$ cat config.mk
export PLATFORM = sky130hd
export DESIGN_NAME = fetch_stage
export DESIGN_NICKNAME = d
export VERILOG_FILES = /design/src/rtl/fetch_stage.sv
export SDC_FILE = /design/constraint.sdc
export NUM_CORES = 1
export LEC_CHECK = 0
export CAP_MARGIN = 25
export CELL_PAD_IN_SITES_DETAIL_PLACEMENT = 0
export CELL_PAD_IN_SITES_GLOBAL_PLACEMENT = 2
export CORE_MARGIN = 3
export CORE_UTILIZATION = 34
export DETAILED_ROUTE_END_ITERATION = 12
export GPL_TIMING_DRIVEN = 0
export PLACE_DENSITY_LB_ADDON = 0.3
export SLEW_MARGIN = 15
export SYNTH_ARGS = -nofsm -noshare
export SYNTH_HDL_FRONTEND = slang
export SYNTH_SLANG_ARGS = --single-unit
$ cat constraint.sdc
create_clock -name clk -period 3.1 [get_ports clk]
set_input_delay 0.775 -clock clk [delete_from_list [all_inputs] [get_ports clk]]
set_output_delay 0.775 -clock clk [all_outputs]
set_load 0.01 [all_outputs]
$ cat src/rtl/fetch_stage.sv
// fetch_stage: rv32 fetch PC, credit-limited imem requests, in-order response FIFO
// feeding decode, and redirect flush of buffered and in-flight fetches.
module fetch_stage #(
   parameter logic [31:0] RESET_PC = 32'h0000_0000,
   parameter int          DEPTH    = 2,
   parameter logic [31:0] NOP      = 32'h0000_0013
) (
   input  logic        clk,
   input  logic        rst_n,
   input  logic        stall,
   input  logic        redirect,
   input  logic [31:0] redirect_pc,
   output logic        imem_req_valid,
   input  logic        imem_req_ready,
   output logic [31:0] imem_addr,
   input  logic        imem_resp_valid,
   input  logic [31:0] imem_resp_data,
   output logic [31:0] instr_out,
   output logic [31:0] pc_out,
   output logic        valid_out
);
   localparam int CW = $clog2(DEPTH + 1);
   localparam int AW = $clog2(DEPTH);
   localparam logic [CW:0] DEPTH_C = (CW + 1)'(DEPTH);

   logic [31:0]   pc_q, pc_d, resp_pc_q, resp_pc_d, target;
   logic [CW-1:0] count_q, count_d, inflight_q, inflight_d, drop_q, drop_d;
   logic [AW-1:0] wr_q, wr_d, rd_q, rd_d;
   logic [CW:0]   used;
   logic [63:0]   mem_q [DEPTH];
   logic          hs, push, pop, dropping;

   always_comb begin
      target         = redirect_pc & 32'hFFFF_FFFC;
      used           = {1'b0, inflight_q} + {1'b0, count_q};
      // gating with rst_n keeps the request low while reset is held
      imem_req_valid = rst_n && !redirect && (used < DEPTH_C);
      imem_addr      = pc_q;
      hs             = imem_req_valid && imem_req_ready;
      dropping       = drop_q != '0;
      push           = imem_resp_valid && !dropping && !redirect;
      valid_out      = count_q != '0;
      pop            = valid_out && !stall && !redirect;
      {pc_out, instr_out} = valid_out ? mem_q[rd_q] : {32'h0, NOP};
      pc_d       = redirect ? target : hs ? pc_q + 32'd4 : pc_q;
      resp_pc_d  = redirect ? target : push ? resp_pc_q + 32'd4 : resp_pc_q;
      inflight_d = inflight_q + CW'(hs) - CW'(imem_resp_valid);
      drop_d     = redirect ? inflight_q - CW'(imem_resp_valid)
                            : drop_q - CW'(imem_resp_valid && dropping);
      count_d    = redirect ? '0 : count_q + CW'(push) - CW'(pop);
      wr_d       = redirect ? '0 : wr_q + AW'(push);
      rd_d       = redirect ? '0 : rd_q + AW'(pop);
   end

   always_ff @(posedge clk or negedge rst_n) begin
      if (!rst_n) begin
         pc_q       <= RESET_PC;
         resp_pc_q  <= RESET_PC;
         count_q    <= '0;
         inflight_q <= '0;
         drop_q     <= '0;
         wr_q       <= '0;
         rd_q       <= '0;
      end else begin
         pc_q       <= pc_d;
         resp_pc_q  <= resp_pc_d;
         count_q    <= count_d;
         inflight_q <= inflight_d;
         drop_q     <= drop_d;
         wr_q       <= wr_d;
         rd_q       <= rd_d;
      end
   end

   always_ff @(posedge clk) begin
      if (push) mem_q[wr_q] <= {resp_pc_q, imem_resp_data};
   end
endmodule

* Yosys cells after proc, flatten, opt, wreduce, memory -nomap -nowiden
Memory sizes are Yosys's and may differ from the RTL's.
Cells that the tools add are included.
** Storage, ports and cells
- Register bits :: 72
- Bits in writable memories :: 128
- Memories :: 1
** Memory list
- mem_q :: depth 2, width 64, read ports 1, clocked after Yosys merged registers in 0, write ports 1, RTL line 30 : logic [63:0] mem_q [DEPTH];
** Operators by class
- $add $sub $neg :: 11
- $lt $le $gt $ge :: 1
- Muxes and demuxes :: 11
- Reduce and logical (&&, ||, !) cells :: 15
** Operators by type and width (count)
- 2-to-1 mux 32 bit :: 4
- adder 32 x 3 -> 32 bit, second input constant :: 2
- 2-to-1 mux 64 bit :: 1
- logical AND 1 bit :: 8
- nonzero test 2 bit :: 4
- subtractor 2 x 1 -> 2 bit :: 4
- adder 2 x 1 -> 2 bit :: 2
- 2-to-1 mux 1 bit :: 4
- 2-to-1 mux 2 bit :: 2
- adder 2 x 2 -> 3 bit :: 1
- zero test 1 bit :: 3
- less-than comparator 3 x 2 -> 1 bit, second input constant :: 1
- adder 1 bit :: 2

* Longest topological paths before layout
Gate-level depths: netlist of the first run.
- Depth after elaboration :: 7
- Gate-level depth with buffers :: 11
- Depth with buffers taken out :: 9

* Worst setup path before layout of the first run
OpenSTA, ideal clock, no wires.
- Path type :: in2reg
- Start point :: in redirect
- End point :: mem mem_q[1][0] (enable)
- Library setup time :: 0.427 ns
- Arrival time :: 3.090 ns
- Data required time :: 2.673 ns
- Path slack :: -0.416 ns
- Cell stages on the path :: 6
- Path buffers :: 2
- Path through :: clkbuf_1 inv_1 clkbuf_1 nand3_1 inv_1 ha_1
** Between the ends
- Longest elaborated chain between the ends :: 4
** Ends and longest elaborated chain
- start: declaration :: RTL line 11 : input logic redirect,
- zero test 1 bit :: RTL line 41 : push = imem_resp_valid && !dropping && !redirect;
- logical AND 1 bit :: RTL line 41
- 2-to-1 mux 1 bit :: RTL line 76 : if (push) mem_q[wr_q] <= {resp_pc_q, imem_resp_data};
- 2-to-1 mux 1 bit (not written as such) :: RTL line 76
- end: declaration :: RTL line 30
No other way between the ends.

* Final worst setup path of the first run
- Start point :: reg count_q[0]
- End point :: out imem_req_valid
** Between the ends
- Longest elaborated chain between the ends :: 3
** Ends and longest elaborated chain
- start: declaration :: RTL line 27 : logic [CW-1:0] count_q, count_d, inflight_q, inflight_d, drop_q, drop_d;
- start signal: assignment :: RTL line 67 : count_q <= count_d;
- adder 2 x 2 -> 3 bit :: RTL line 35 : used = {1'b0, inflight_q} + {1'b0, count_q};
- less-than comparator 3 x 2 -> 1 bit :: RTL line 37 : imem_req_valid = rst_n && !redirect && (used < DEPTH_C);
- logical AND 1 bit :: RTL line 37
- end: declaration :: RTL line 13 : output logic imem_req_valid,
No other way between the ends.

==> results of run 1 <==
==> worst register-to-register path: stages, from the launching register on <==
cell,delay (ns)
dfrtp_1,0.45
and2_1,0.17
fa_1,0.48
nor4b_4,0.37
and2_1,0.17
buf_4,0.16
inv_1,0.23
ha_1,0.36
inv_1,0.04
ha_1,0.18
xnor2_1,0.13
==> registers in the layout, indices dropped and copies added (netlist names) <==
name,flops
wr_q,1
mem_q,124
rd_q,1
inflight_q,2
resp_pc_q,30
count_q,2
drop_q,2
imem_addr,30
==> cells by family after synthesis <==
| family | count (synthesis) | share of synthesized area |
|---|---|---|
| and+or+nand+nor | 239 | 0.1385 |
| DFF | 192 | 0.6408 |
| buffers and inverters | 44 | 0.02320 |
| AOI/OAI and AO/OA | 83 | 0.06236 |
| other | 1 | 0.0004429 |
| muxes | 66 | 0.07832 |
| adders and majority gates | 11 | 0.01714 |
| xor gates and xnor gates | 38 | 0.03931 |
==> Yosys cell counts (2+ instances only) <==
cell type  count
and3_1        11
inv_1         12
edfxtp_1     124
nor4_1         3
nor2_1        81
or3_1          4
o311ai_0      11
nor2b_1        2
mux2i_1       64
o211ai_1      13
a31o_2         2
nand2_1       57
and2_1         8
a31oi_1        2
a41oi_1        2
a21oi_1        7
nand3_1       34
and4_1         5
mux2_2         2
nand4_1       20
nand4bb_1      2
buf_4          6
o21ai_0       39
nor3_1         3
buf_2          7
nand3_2        2
dfrtp_1       68
xnor2_1       13
xor2_1        25
clkbuf_1      18
ha_1          10
or2_2          2
==> area by class of cell <==
class / instances / area share
clock buffers: 17 / 0.03788
repair buffers: 165 / 0.1499
clock inverters: 15 / 0.01805
well taps: 324 / 0.03610
flip-flops and latches: 192 / 0.4832
plain buffers: 29 / 0.01326
multi-input cells: 441 / 0.2573
inverters: 12 / 0.004345
==> stage by stage <==
step | TNS (ns) | cells | util
5_1_grt | 0 | 1195 | 0.4604
3_3_place_gp | -465.56 | 1162 | 0.4303
2_1_floorplan | -51.64 | 677 | -
3_5_place_dp | -91.75 | 1165 | 0.4340
6_report | 0 | 1195 | 0.4604
4_1_cts | 0 | 1196 | 0.4603
==> report_power, final <==
part	switching [W]	total, W	internal [W]
registers	0.000211	0.00319	0.00298
logic	0.000832	0.00167	0.000841
clock network	0.00101	0.00231	0.00130
total	0.00206	0.00717	0.00512
==> metal layers <==
| layer | part of all wire | global-route usage | vias to the layer above |
|---|---|---|---|
| li1 | - | - | 2837 |
| met1 | 0.47 | 0.2288 | 2890 |
| met2 | 0.45 | 0.2592 | 213 |
| met3 | 0.064 | 0.03834 | 20 |
| met4 | 0.013 | 0.04152 | 0 |
| met5 | 0 | 0 | - |
==> worst min path at each step <==
stage / end / slack, ns
CTS: imem_addr[24] / 0.20
finish: imem_addr[24] / 0.21
global route: imem_addr[24] / 0.21
floorplan: mem_q[0][61] / 0.44
global placement: mem_q[0][61] / 0.47
detailed placement: mem_q[1][61] / 0.49
==> what timing repair did <==
| action | in CTS | in global routing |
|---|---|---|
| gates resized for setup | 7 | 10 |
| setup endpoints to repair | 190 | 40 |
| hold buffers | 0 | 0 |
| cloned | 0 | 0 |
| buffers inserted | 1 | 0 |
| pin swaps | 0 | 0 |
==> results.ini, run 1 <==
[outcome]
status=finished, final reports clean

[die]
dieWidth_um=163.8
io_pins=168
initial_utilization=0.3471
die_h_um=163.8
rows=57
die_area_um2=26830
core_um2=24390

[finish]
seq_area_um2=5426
final_common_cell=clkdlybuf4s50_1
final_cell_mix=clkdlybuf4s50_1 (159), edfxtp_1 (124), nor2_1 (80)
multiInputGateArea_um2=2889
drive_gt1_frac=0.08381
design_area_um2=11230
synthToLayoutAreaGrowth_pct=32.63
layout.nets=939
antenna_cells=0
fillers=2236

[timing]
hold_viol=0
timing.final.ws_setup_ns=0.1176
skew_ns=0.01436
fin_crit_ns=2.982
max_slew_margin=0.5282
rsz0062_at_grt=no
final_max_slew_viol_count=0
worst_pin_slew_ns=0.7078
setup_viol=0
fin_crit_sh=0.9621
whs_ns=0.2103
clock.fmax_mhz=335.3

[yosys]
synthesis.area_um2=8467
synth-edff-count=124
synth_area_leader_cell=edfxtp_1
synth-async-reset-ratio=0.3542
seq_area_frac_synth=0.6408
syn_inst=674
synthFlopType=edfxtp_1
ys_types=47
yosysTopAreaCellShare=0.4398
ys_warn_count=0
yosys_register_bits=192
synth_area_per_cell_um2=12.56
ys_top_cells_by_area=edfxtp_1 (44%), dfrtp_1 (20%), mux2i_1 (7.6%)

[power_and_ir_drop]
peakVddDrop_uv=373.1
power_w=0.007175
powerDensity_nw_per_um2=638.9
p_leak_nw=3.937

[setup_path]
r2r_start=count_q[0]
cpPeakStageDelay_ns=0.48
worst-r2r-cell-count=10
crit_path_start_kind=flip-flop
crit_type=flip-flop to output port
path_max_fanout=3
critPathCapture=imem_req_valid
crit_start=count_q[0]
crit_chain=and2_1, fa_1, nor4b_4, dlygate4sd2_1
end_kind=output port
cp_top_family=simple AND/OR/NAND/NOR gates
r2r-end=inflight_q[1]
worst_ep_required_time_ns=2.32
timing.critical_path.arrival_ns=2.21
reg2reg_slack_ns=0.26
path_buf_inv=1
cp_num_cells=4
crit_slowest_cell=fa_1

[detailed_routing]
drtAntennaViolNets=0
drt_first_pass_iters=5
wl_per_cell_um=18.22
wl_mm=21.78
viasPerCell=4.987
drt_iter0_markers=394
vias=5960
drc=0

[global_route]
grt_max_degree=54
antenna_found_initial=0
grt_pass1_vias=6081
grt_usage=0.1640
grt-ovfl-total=0
grt_pass1_wl_mm=33.73

[placement]
hpwl_mm=15.89
post_dp_cell_area_um2=10590
gp_congestion=0.8601
io_buffer_count=161
post-place-ws_ns=-0.8457

[clock_tree]
cts_buffer_depth=2
clk_pin_slew_worst_paths_ns=0.08
root_buffer=clkbuf_16
cts_made_buffers=17
cts_tree=done
cts_sinks=192
clock_latency_ns=0.43
htreeDepth=4

[min_path]
hp-class=primary input to async pin

[run]
drv_cap=0

No activity file was read; power rests on OpenSTA's default activity.
==> inputs of run 2 (changes only) <==
--- a/config.mk
+++ b/config.mk
@@ -10,6 +10,7 @@
 export CELL_PAD_IN_SITES_GLOBAL_PLACEMENT = 2
 export CORE_MARGIN = 3
 export CORE_UTILIZATION = 34
+export CTS_CLUSTER_SIZE = 10
 export DETAILED_ROUTE_END_ITERATION = 12
 export GPL_TIMING_DRIVEN = 0
 export PLACE_DENSITY_LB_ADDON = 0.3
==> results of run 2 <==
Final layout, timing and power as in run 1 (identical DEF).
